==> src/rtl/ironhorse_audio_pkg.sv <==
// Shared audio-path definitions for the Iron Horse sound blocks: Q15 format,
// sample limits, filter sequencing states and the 16-bit saturator.
package ironhorse_audio_pkg;

  localparam int Q15_FRAC = 15;

  localparam logic signed [15:0] SAMPLE_MAX = 16'sh7fff;
  localparam logic signed [15:0] SAMPLE_MIN = 16'sh8000;

  typedef enum logic [1:0] {
    ST_IDLE  = 2'd0,
    ST_MUL   = 2'd1,
    ST_ACC   = 2'd2,
    ST_WRITE = 2'd3
  } hpf_state_e;

  // Clamp a wide signed intermediate into the 16-bit sample range.
  function automatic logic signed [15:0] sat16(input logic signed [33:0] v);
    if (v > 34'sd32767) begin
      return SAMPLE_MAX;
    end else if (v < -34'sd32768) begin
      return SAMPLE_MIN;
    end else begin
      return v[15:0];
    end
  endfunction

endpackage

==> src/rtl/audio_sample_div.sv <==
// Free-running sample-rate divider; tick is high while the count is zero,
// so the first clock after reset is already a sample tick.
module audio_sample_div #(
  parameter int DIV = 256
) (
  input  logic clk,
  input  logic reset,
  output logic tick
);

  localparam int CW = (DIV > 2) ? $clog2(DIV) : 1;

  logic [CW-1:0] div_cnt;

  always_ff @(posedge clk) begin
    if (reset) begin
      div_cnt <= '0;
    end else if (div_cnt == CW'(DIV - 1)) begin
      div_cnt <= '0;
    end else begin
      div_cnt <= div_cnt + CW'(1);
    end
  end

  assign tick = (div_cnt == '0);

endmodule

==> src/rtl/ironhorse_ssg_hpf.sv <==
// First-order DC-blocking high-pass: y[n] = x[n] - x[n-1] + A*y[n-1],
// sequenced over four states so a single multiplier serves each sample.
module ironhorse_ssg_hpf
  import ironhorse_audio_pkg::*;
#(
  parameter int DIV    = 256,
  parameter int COEF_A = 32736
) (
  input  logic               clk,
  input  logic               reset,
  input  logic signed [15:0] in,
  output logic signed [15:0] out,
  output logic               out_valid
);

  // Coefficient is unsigned Q15 below 1.0, so bit 15 is zero and the
  // signed view equals the zero-extended value.
  localparam logic signed [15:0] COEF_S = 16'(COEF_A);

  logic tick;

  hpf_state_e         state;
  logic signed [15:0] x_cur;
  logic signed [15:0] x_prev;
  logic signed [15:0] y_prev;
  logic signed [31:0] prod;
  logic signed [33:0] acc;

  logic signed [33:0] x_cur_w;
  logic signed [33:0] x_prev_w;
  logic signed [33:0] prod_w;
  logic signed [15:0] sat;

  audio_sample_div #(.DIV(DIV)) u_div (
    .clk   (clk),
    .reset (reset),
    .tick  (tick)
  );

  assign x_cur_w  = 34'(x_cur);
  assign x_prev_w = 34'(x_prev);
  assign prod_w   = 34'(prod);
  assign sat      = sat16(acc);

  // NOTE: every register here is written with <= so all state updates on an
  // edge see the values from before that edge, regardless of statement order.
  always_ff @(posedge clk) begin
    if (reset) begin
      state     <= ST_IDLE;
      x_cur     <= '0;
      x_prev    <= '0;
      y_prev    <= '0;
      prod      <= '0;
      acc       <= '0;
      out       <= '0;
      out_valid <= 1'b0;
    end else begin
      out_valid <= 1'b0;
      case (state)
        ST_IDLE: begin
          if (tick) begin
            x_cur <= in;
            state <= ST_MUL;
          end
        end
        ST_MUL: begin
          prod  <= 32'(y_prev) * 32'(COEF_S);
          state <= ST_ACC;
        end
        ST_ACC: begin
          // Arithmetic shift floors toward minus infinity; no rounding term.
          acc   <= x_cur_w - x_prev_w + (prod_w >>> Q15_FRAC);
          state <= ST_WRITE;
        end
        ST_WRITE: begin
          out       <= sat;
          y_prev    <= sat;
          x_prev    <= x_cur;
          out_valid <= 1'b1;
          state     <= ST_IDLE;
        end
        default: state <= ST_IDLE;
      endcase
    end
  end

endmodule

==> config.mk <==
export PLATFORM = sky130hd
export DESIGN_NAME = ironhorse_ssg_hpf
export DESIGN_NICKNAME = d
export VERILOG_FILES = /design/src/rtl/ironhorse_audio_pkg.sv /design/src/rtl/audio_sample_div.sv /design/src/rtl/ironhorse_ssg_hpf.sv
export SDC_FILE = /design/constraint.sdc
export NUM_CORES = 1
export LEC_CHECK = 0
export BUFFER_PORTS_ARGS = -buffer_cell sky130_fd_sc_hd__buf_4
export CORE_MARGIN = 4
export CORE_UTILIZATION = 63
export DETAILED_ROUTE_END_ITERATION = 10
export PLACE_DENSITY_LB_ADDON = 0.2
export SLEW_MARGIN = 20
export SYNTH_ARGS = -nofsm -noshare
export SYNTH_HDL_FRONTEND = slang
export SYNTH_SLANG_ARGS = --single-unit
==> constraint.sdc <==
create_clock -name clk -period 7.1 [get_ports clk]
set_input_delay 0.71 -clock clk [delete_from_list [all_inputs] [get_ports clk]]
set_output_delay 0.71 -clock clk [all_outputs]
set_load 0.05 [all_outputs]
==> impl_metrics.env, run 1 <==
export IMPL_status="completed"
export IMPL_drive_gt1_share_pct=6.931
export IMPL_crit_required_ps=7310
export IMPL_synth_edff_count=0
export IMPL_postCtsSetupBuffers=0
export IMPL_final_common_cell="inv_1"
export IMPL_p_leak_uw=0.005203
export IMPL_fp_dieH_um=132.1
export IMPL_initial_utilization_pct=64.08
export IMPL_cts_made_buffers=9
export IMPL_max_clock_freq_mhz=178.3
export IMPL_grt_antenna_before_repair=0
export IMPL_peakVddDrop_mv=0.2122
export IMPL_gr_total_overflow=0
export IMPL_nets=1346
export IMPL_hold_class="reg -> reg"
export IMPL_endpoint_kind="register"
export IMPL_hold_violations=0
export IMPL_synth_flop_cell="dfxtp_1"
export IMPL_synthCells=1087
export IMPL_drc=0
export IMPL_setup_ws_ps=1490
export IMPL_worst_pin_slew_ps=903.4
export IMPL_hpwl_um=15740
export IMPL_grt_max_degree=51
export IMPL_hold_buffers=0
export IMPL_syn_area_um2=9706
export IMPL_vias_per_cell=5.411
export IMPL_p_total_uw=2586
export IMPL_nFillCells=1240
export IMPL_grt_pass1_vias=7308
export IMPL_yosysSeqAreaShare_pct=19.39
export IMPL_ios=35
export IMPL_drt_iter0_markers=436
export IMPL_rsz0062_at_grt="false"
export IMPL_io_buffers=34
export IMPL_wl_um=19410
export IMPL_final_cell_mix="inv_1, fa_1, ha_1"
export IMPL_relSlewSlack_pct=39.55
export IMPL_grt_pass1_wl_um=34670
export IMPL_dp_worst_setup_slack_ps=1505
export IMPL_cts_path_max_buffers=2
export IMPL_die_width_um=132.1
export IMPL_ant_nets=0
export IMPL_fp_dieArea_um2=17460
export IMPL_cts_tree="built"
export IMPL_cts_max_level=3
export IMPL_cp_max_fo=14
export IMPL_fp_coreArea_um2=15150
export IMPL_critical_path_class="reg -> reg"
export IMPL_arrival_ps=5820
export IMPL_cap_viol_max_count=0
export IMPL_vias=7029
export IMPL_clk_latency_ps=340
export IMPL_cp_start_kind="register"
export IMPL_cts_sinks=94
export IMPL_antenna_cells=0
export IMPL_cts_resized_gates=0
export IMPL_slew_viol_final=0
export IMPL_final_setup_tns_ps=0
export IMPL_rows=45
export IMPL_avgRoutedWirePerCell_um=14.94
export IMPL_firstDrtPassIters=5
export IMPL_place_congestion=0.9611
export IMPL_cts_root_buf="clkbuf_16"
export IMPL_synth_cell_types=73
export IMPL_synth_seq_cells=94
export IMPL_fin_crit_ps=5610
export IMPL_period_share_pct=79.01
export IMPL_p_per_area_nw_per_um2=249.1
export IMPL_grt_util_all_layers_pct=23.75
export IMPL_syn_num_nets=1327
export IMPL_async_reset_ff_share_pct=0
export IMPL_synth_warnings=0
export IMPL_finalSetupViolCount=0
export IMPL_avgSynthCellArea_um2=8.929
export IMPL_clkSlewWorstSetupHoldPaths_ps=70
export IMPL_syn2layout_area_growth_pct=6.936
export IMPL_fin_hold_ws_ps=460.2
export IMPL_skew_ps=8.562
[state kept, by name, summed over array words and instances, names as in the netlist]
register	flops
acc	18
prod	17
x_cur	16
x_prev	16
y_prev	16
u_div.div_cnt	8
state	2
out_valid	1
[report_power, final]
part | internal [µW] | total [µW] | switching (µW)
logic | 588 | 1450 | 863
clock network | 250 | 460 | 210
registers | 610 | 675 | 65.6
[routing by layer]
metal	vias to the layer above	track usage, %	wire length (µm)
li1	3497	-	-
met1	3400	32.67	8960
met2	112	40.45	9646
met3	20	3.588	565
met4	0	4.259	236
met5	-	0	0
[worst paths after layout]
kind,slack [ps],cells after the start,end,startpoint
max,1490,19,prod[30],y_prev[14]
min,460,2,prod[16],prod[16]
max reg2reg,1490,19,prod[30],y_prev[14]
min reg2reg,460,2,prod[16],prod[16]
[cells by family after synthesis]
group / count (synthesis) / synth area share [%]
DFF: 94 / 19.39
and+or+nand+nor: 230 / 11.59
buffers and inverters: 282 / 11.15
xor gates and xnor gates: 43 / 3.880
adders and majority gates: 222 / 37.90
AOI/OAI and AO/OA: 174 / 11.76
muxes: 42 / 4.332
[synth_stat cells, types with 12 or more instances]
library cell    n  area [µm²]
nand2_1        49       183.9
nor3_1         12       60.06
nor2_1         94       352.8
inv_1         250       938.4
xor2_1         24       210.2
nand2b_1       18       112.6
ha_1          102        1276
clkbuf_1       21       78.83
xnor2_1        19       166.4
a21oi_1        48       240.2
a21o_1         20       150.1
fa_1          120        2402
mux2i_1        42       420.4
o21ai_0        41       205.2
dfxtp_1        94        1882
nand3_1        17       85.08
[critical path: stages, from the launching register on]
cell	delay (ps)
dfxtp_1	640
inv_1	270
ha_1	390
xnor2_1	260
inv_1	90
fa_1	490
inv_1	60
fa_1	500
fa_1	550
inv_1	50
fa_1	530
inv_1	40
ha_1	380
nand4_1	220
nor2_1	100
a31oi_1	180
o21ai_0	110
a221oi_1	360
xor2_1	180
o21ai_0	80
[area by class of cell]
| type | instances | area [µm²] | area share, % |
|---|---|---|---|
| clock buffers | 11 | 242.7 | 2.339 |
| inverters | 251 | 942.2 | 9.078 |
| well taps | 188 | 235.2 | 2.266 |
| multi-input cells | 711 | 6741 | 64.95 |
| clock inverters | 5 | 41.29 | 0.3978 |
| repair buffers | 39 | 292.8 | 2.821 |
| flip-flops and latches | 94 | 1883 | 18.14 |
[per-stage QoR]
| stage | cells | utilization (%) | cell area, µm² |
|---|---|---|---|
| 6_report | 1299 | 68.53 | 10380 |
| 5_1_grt | 1299 | 68.53 | 10380 |
| 4_1_cts | 1299 | 68.53 | 10380 |
| 3_5_place_dp | 1283 | 66.65 | 10090 |
| 3_3_place_gp | 1283 | 66.65 | 10090 |
| 2_1_floorplan | 1087 | - | 9706 |
Power figures use the tool's default switching activity.
==> run 2, diff against run 1 <==
- ABC_AREA: default -> 1
- CORE_UTILIZATION: 63 -> 58
- clock period: 7.1 -> 4.6 ns (I/O delays scaled with it)
==> run 2 against run 1 <==
The run now ends with negative setup slack left. Sequential share of layout area down 2.4 points. Largest power group unchanged. Clock power rose by 75%. Sequential power up 76%.
==> impl_metrics.env, run 2 <==
export IMPL_die_width_um=139.3
export IMPL_p_leak_uw=0.006479
export IMPL_cp_common_cell="fa_1"
export IMPL_critPathSlowestCell="fa_1"
export IMPL_period_share_pct=102.1
export IMPL_cts_tree="built"
export IMPL_cts_path_max_buffers=2
export IMPL_yosysTopAreaCellShare_pct=24.02
export IMPL_critical_path_class="reg -> reg"
export IMPL_intPower_uw=3775
export IMPL_relSlewSlack_pct=41.93
export IMPL_hold_violations=0
export IMPL_fp_dieArea_um2=19410
export IMPL_syn2layout_area_growth_pct=22.45
export IMPL_synth_seq_cells=94
export IMPL_crit_chain="fa_1 -> inv_1 -> fa_1 -> inv_1 -> fa_1 -> fa_1 -> inv_1 -> fa_1 -> inv_2 -> ha_4 -> buf_6 -> nand2_4 -> nor2_4 -> and2_4 -> nand4_1 -> nand4_1 -> nand3_1 -> nand2_1 -> inv_1"
export IMPL_final_common_cell="inv_1"
export IMPL_io_buffers=34
export IMPL_firstDrtPassIters=6
export IMPL_synth_edff_count=0
export IMPL_violations="negative setup slack"
export IMPL_cts_made_buffers=9
export IMPL_grt_antenna_before_repair=0
export IMPL_drt_iter0_markers=820
export IMPL_status="finished, violations left"
export IMPL_ant_nets=0
export IMPL_synthCells=1330
export IMPL_hpwl_um=19580
export IMPL_cap_viol_max_count=0
export IMPL_design_area_um2=12240
export IMPL_synth_flop_cell="dfxtp_1"
export IMPL_p_seq_share_pct=15.1
export IMPL_power_frac_comb_pct=74.7
export IMPL_finalSetupViolCount=7
export IMPL_slew_viol_final=0
export IMPL_cp_max_fo=5
export IMPL_arrival_ps=4970
export IMPL_cts_root_buf="clkbuf_16"
export IMPL_setup_ws_ps=-95.30
export IMPL_wl_um=25640
export IMPL_drc=0
export IMPL_regMostFlops="acc"
export IMPL_fp_coreArea_um2=16760
export IMPL_grt_pass1_vias=8578
export IMPL_grt_util_all_layers_pct=26.26
export IMPL_top_regs="acc: 18 flops, prod: 17 flops"
export IMPL_avgSynthCellArea_um2=7.518
export IMPL_grt_pass1_wl_um=41600
export IMPL_initial_utilization_pct=59.66
export IMPL_antenna_cells=0
export IMPL_p_sw_uw=4096
export IMPL_p_per_area_nw_per_um2=642.9
export IMPL_place_congestion=0.9442
export IMPL_p_clk_share_pct=10.2
export IMPL_fin_crit_ps=4695
export IMPL_vias_per_cell=5.216
export IMPL_yosys_area_top_type="fa_1"
export IMPL_clk_latency_ps=360
export IMPL_cts_max_level=3
export IMPL_ios=35
export IMPL_grt_max_degree=48
export IMPL_clkSlewWorstSetupHoldPaths_ps=80
export IMPL_hold_buffers=0
export IMPL_syn_num_nets=1570
export IMPL_r2r_setup_slack_ps=-100
export IMPL_drive_gt1_share_pct=21.47
export IMPL_gr_total_overflow=0
export IMPL_skew_ps=10.11
export IMPL_avgRoutedWirePerCell_um=15.28
export IMPL_crit_required_ps=4870
export IMPL_slowest_delay_ps=570
export IMPL_ys_top_cells_by_count="inv_1, nand2_1, fa_1, a21oi_1, ha_1"
export IMPL_hold_class="in -> reg"
export IMPL_p_total_uw=7872
export IMPL_endpoint_kind="register"
export IMPL_nets=1693
export IMPL_fin_hold_ws_ps=365.6
export IMPL_synth_cell_types=38
export IMPL_yosysSeqAreaShare_pct=18.82
export IMPL_synth_most_common_cell="inv_1"
export IMPL_largest_reg_flops=18
export IMPL_synth_warnings=0
export IMPL_cts_sinks=94
export IMPL_vias=8752
export IMPL_max_clock_freq_mhz=213.0
export IMPL_syn_area_um2=10000
export IMPL_final_cell_mix="inv_1, nand2_1, buf_4"
export IMPL_rsz0062_at_grt="true"
export IMPL_rows=47
export IMPL_placed_cell_area_um2=11120
export IMPL_synthTopCellsByArea="fa_1, dfxtp_1, inv_1, ha_1, nand2_1"
export IMPL_worst_pin_slew_ps=869.0
export IMPL_async_reset_ff_share_pct=0
export IMPL_cp_start_kind="register"
export IMPL_fp_dieH_um=139.3
export IMPL_switching_share_pct=52.04
export IMPL_peakVddDrop_mv=0.4558
[run 2: cell count changes after synthesis, sizes merged, moves of 17 or more]
cell,previous run,this run
a21oi,52,111
inv,250,353
mux2i,42,0
nand2,50,203
nand2b,18,1
nand3,18,51
o21ai,46,95
[run 2: cells by family (layout without fill, tap and decap cells)]
kind of cell / Yosys count / count (layout) / synth area share, %
fa+ha+maj: 222 / 222 / 36.79
buf+inv: 380 / 508 / 14.33
flops: 94 / 94 / 18.82
simple gates: 384 / 384 / 15.97
compound gates: 223 / 223 / 11.66
xor+xnor: 27 / 27 / 2.440
[run 2: worst max-delay path: cells and delay by family, from the launching register on]
kind | cells | cell delay [ps]
DFF | 1 | 370
and+or+nand+nor | 7 | 940
buffers and inverters | 6 | 370
adders and majority gates | 6 | 2910
[run 2: final timing paths]
path                     from          endpoint  cells after the start
max reg2reg        y_prev[14]          prod[27]                     19
max                y_prev[14]          prod[27]                     19
min reg2reg  u_div.div_cnt[0]  u_div.div_cnt[0]                      1
min                     in[0]          x_cur[0]                      3
[run 2: per-stage QoR]
stage	std cells	TNS, ps	util, %	setup WS [ps]
after floorplan	1330	-53.82	-	-25.19
after global placement	1646	-1065	66.37	-216.5
after detailed placement	1646	-1475	66.37	-273.7
after CTS	1668	-1.322	70.77	-1.322
after global routing	1678	-2322	73.06	-239.6
final	1678	-330.1	73.06	-95.30
[run 2: timing repair]
item | 4_1_cts | 5_1_grt
resized for setup | 88 | 103
buffers inserted | 6 | 10
setup endpoints to repair | 14 | 16
pin swaps | 45 | 57
[run 2: routing by layer]
layer / part of all wire (%) / GRT usage, % / vias to the layer above
met5: 0 / 0 / -
met2: 49 / 43.44 / 273
met3: 5.4 / 2.950 / 69
li1: - / - / 4296
met4: 3.7 / 10.76 / 0
met1: 42 / 35.29 / 4114
[run 2: area by class of cell]
cell class / instances / area, µm²
Fill cell: 1290 / 4516
Tap cell: 220 / 275.3
Multi-Input combinational cell: 856 / 7321
Inverter: 355 / 1343
Sequential cell: 94 / 1929
Clock inverter: 5 / 46.29
Timing Repair Buffer: 137 / 1066
Clock buffer: 11 / 264.0
[run 2: power by group through the flow]
stage / clock network (µW) / registers [µW] / logic, µW
2_1_floorplan: 0 / 1250 / 3600
5_1_grt: 841 / 1220 / 6590
4_1_cts: 806 / 1190 / 5450
6_report: 804 / 1190 / 5880
3_3_place_gp: 0 / 1200 / 4910
3_5_place_dp: 0 / 1210 / 5000
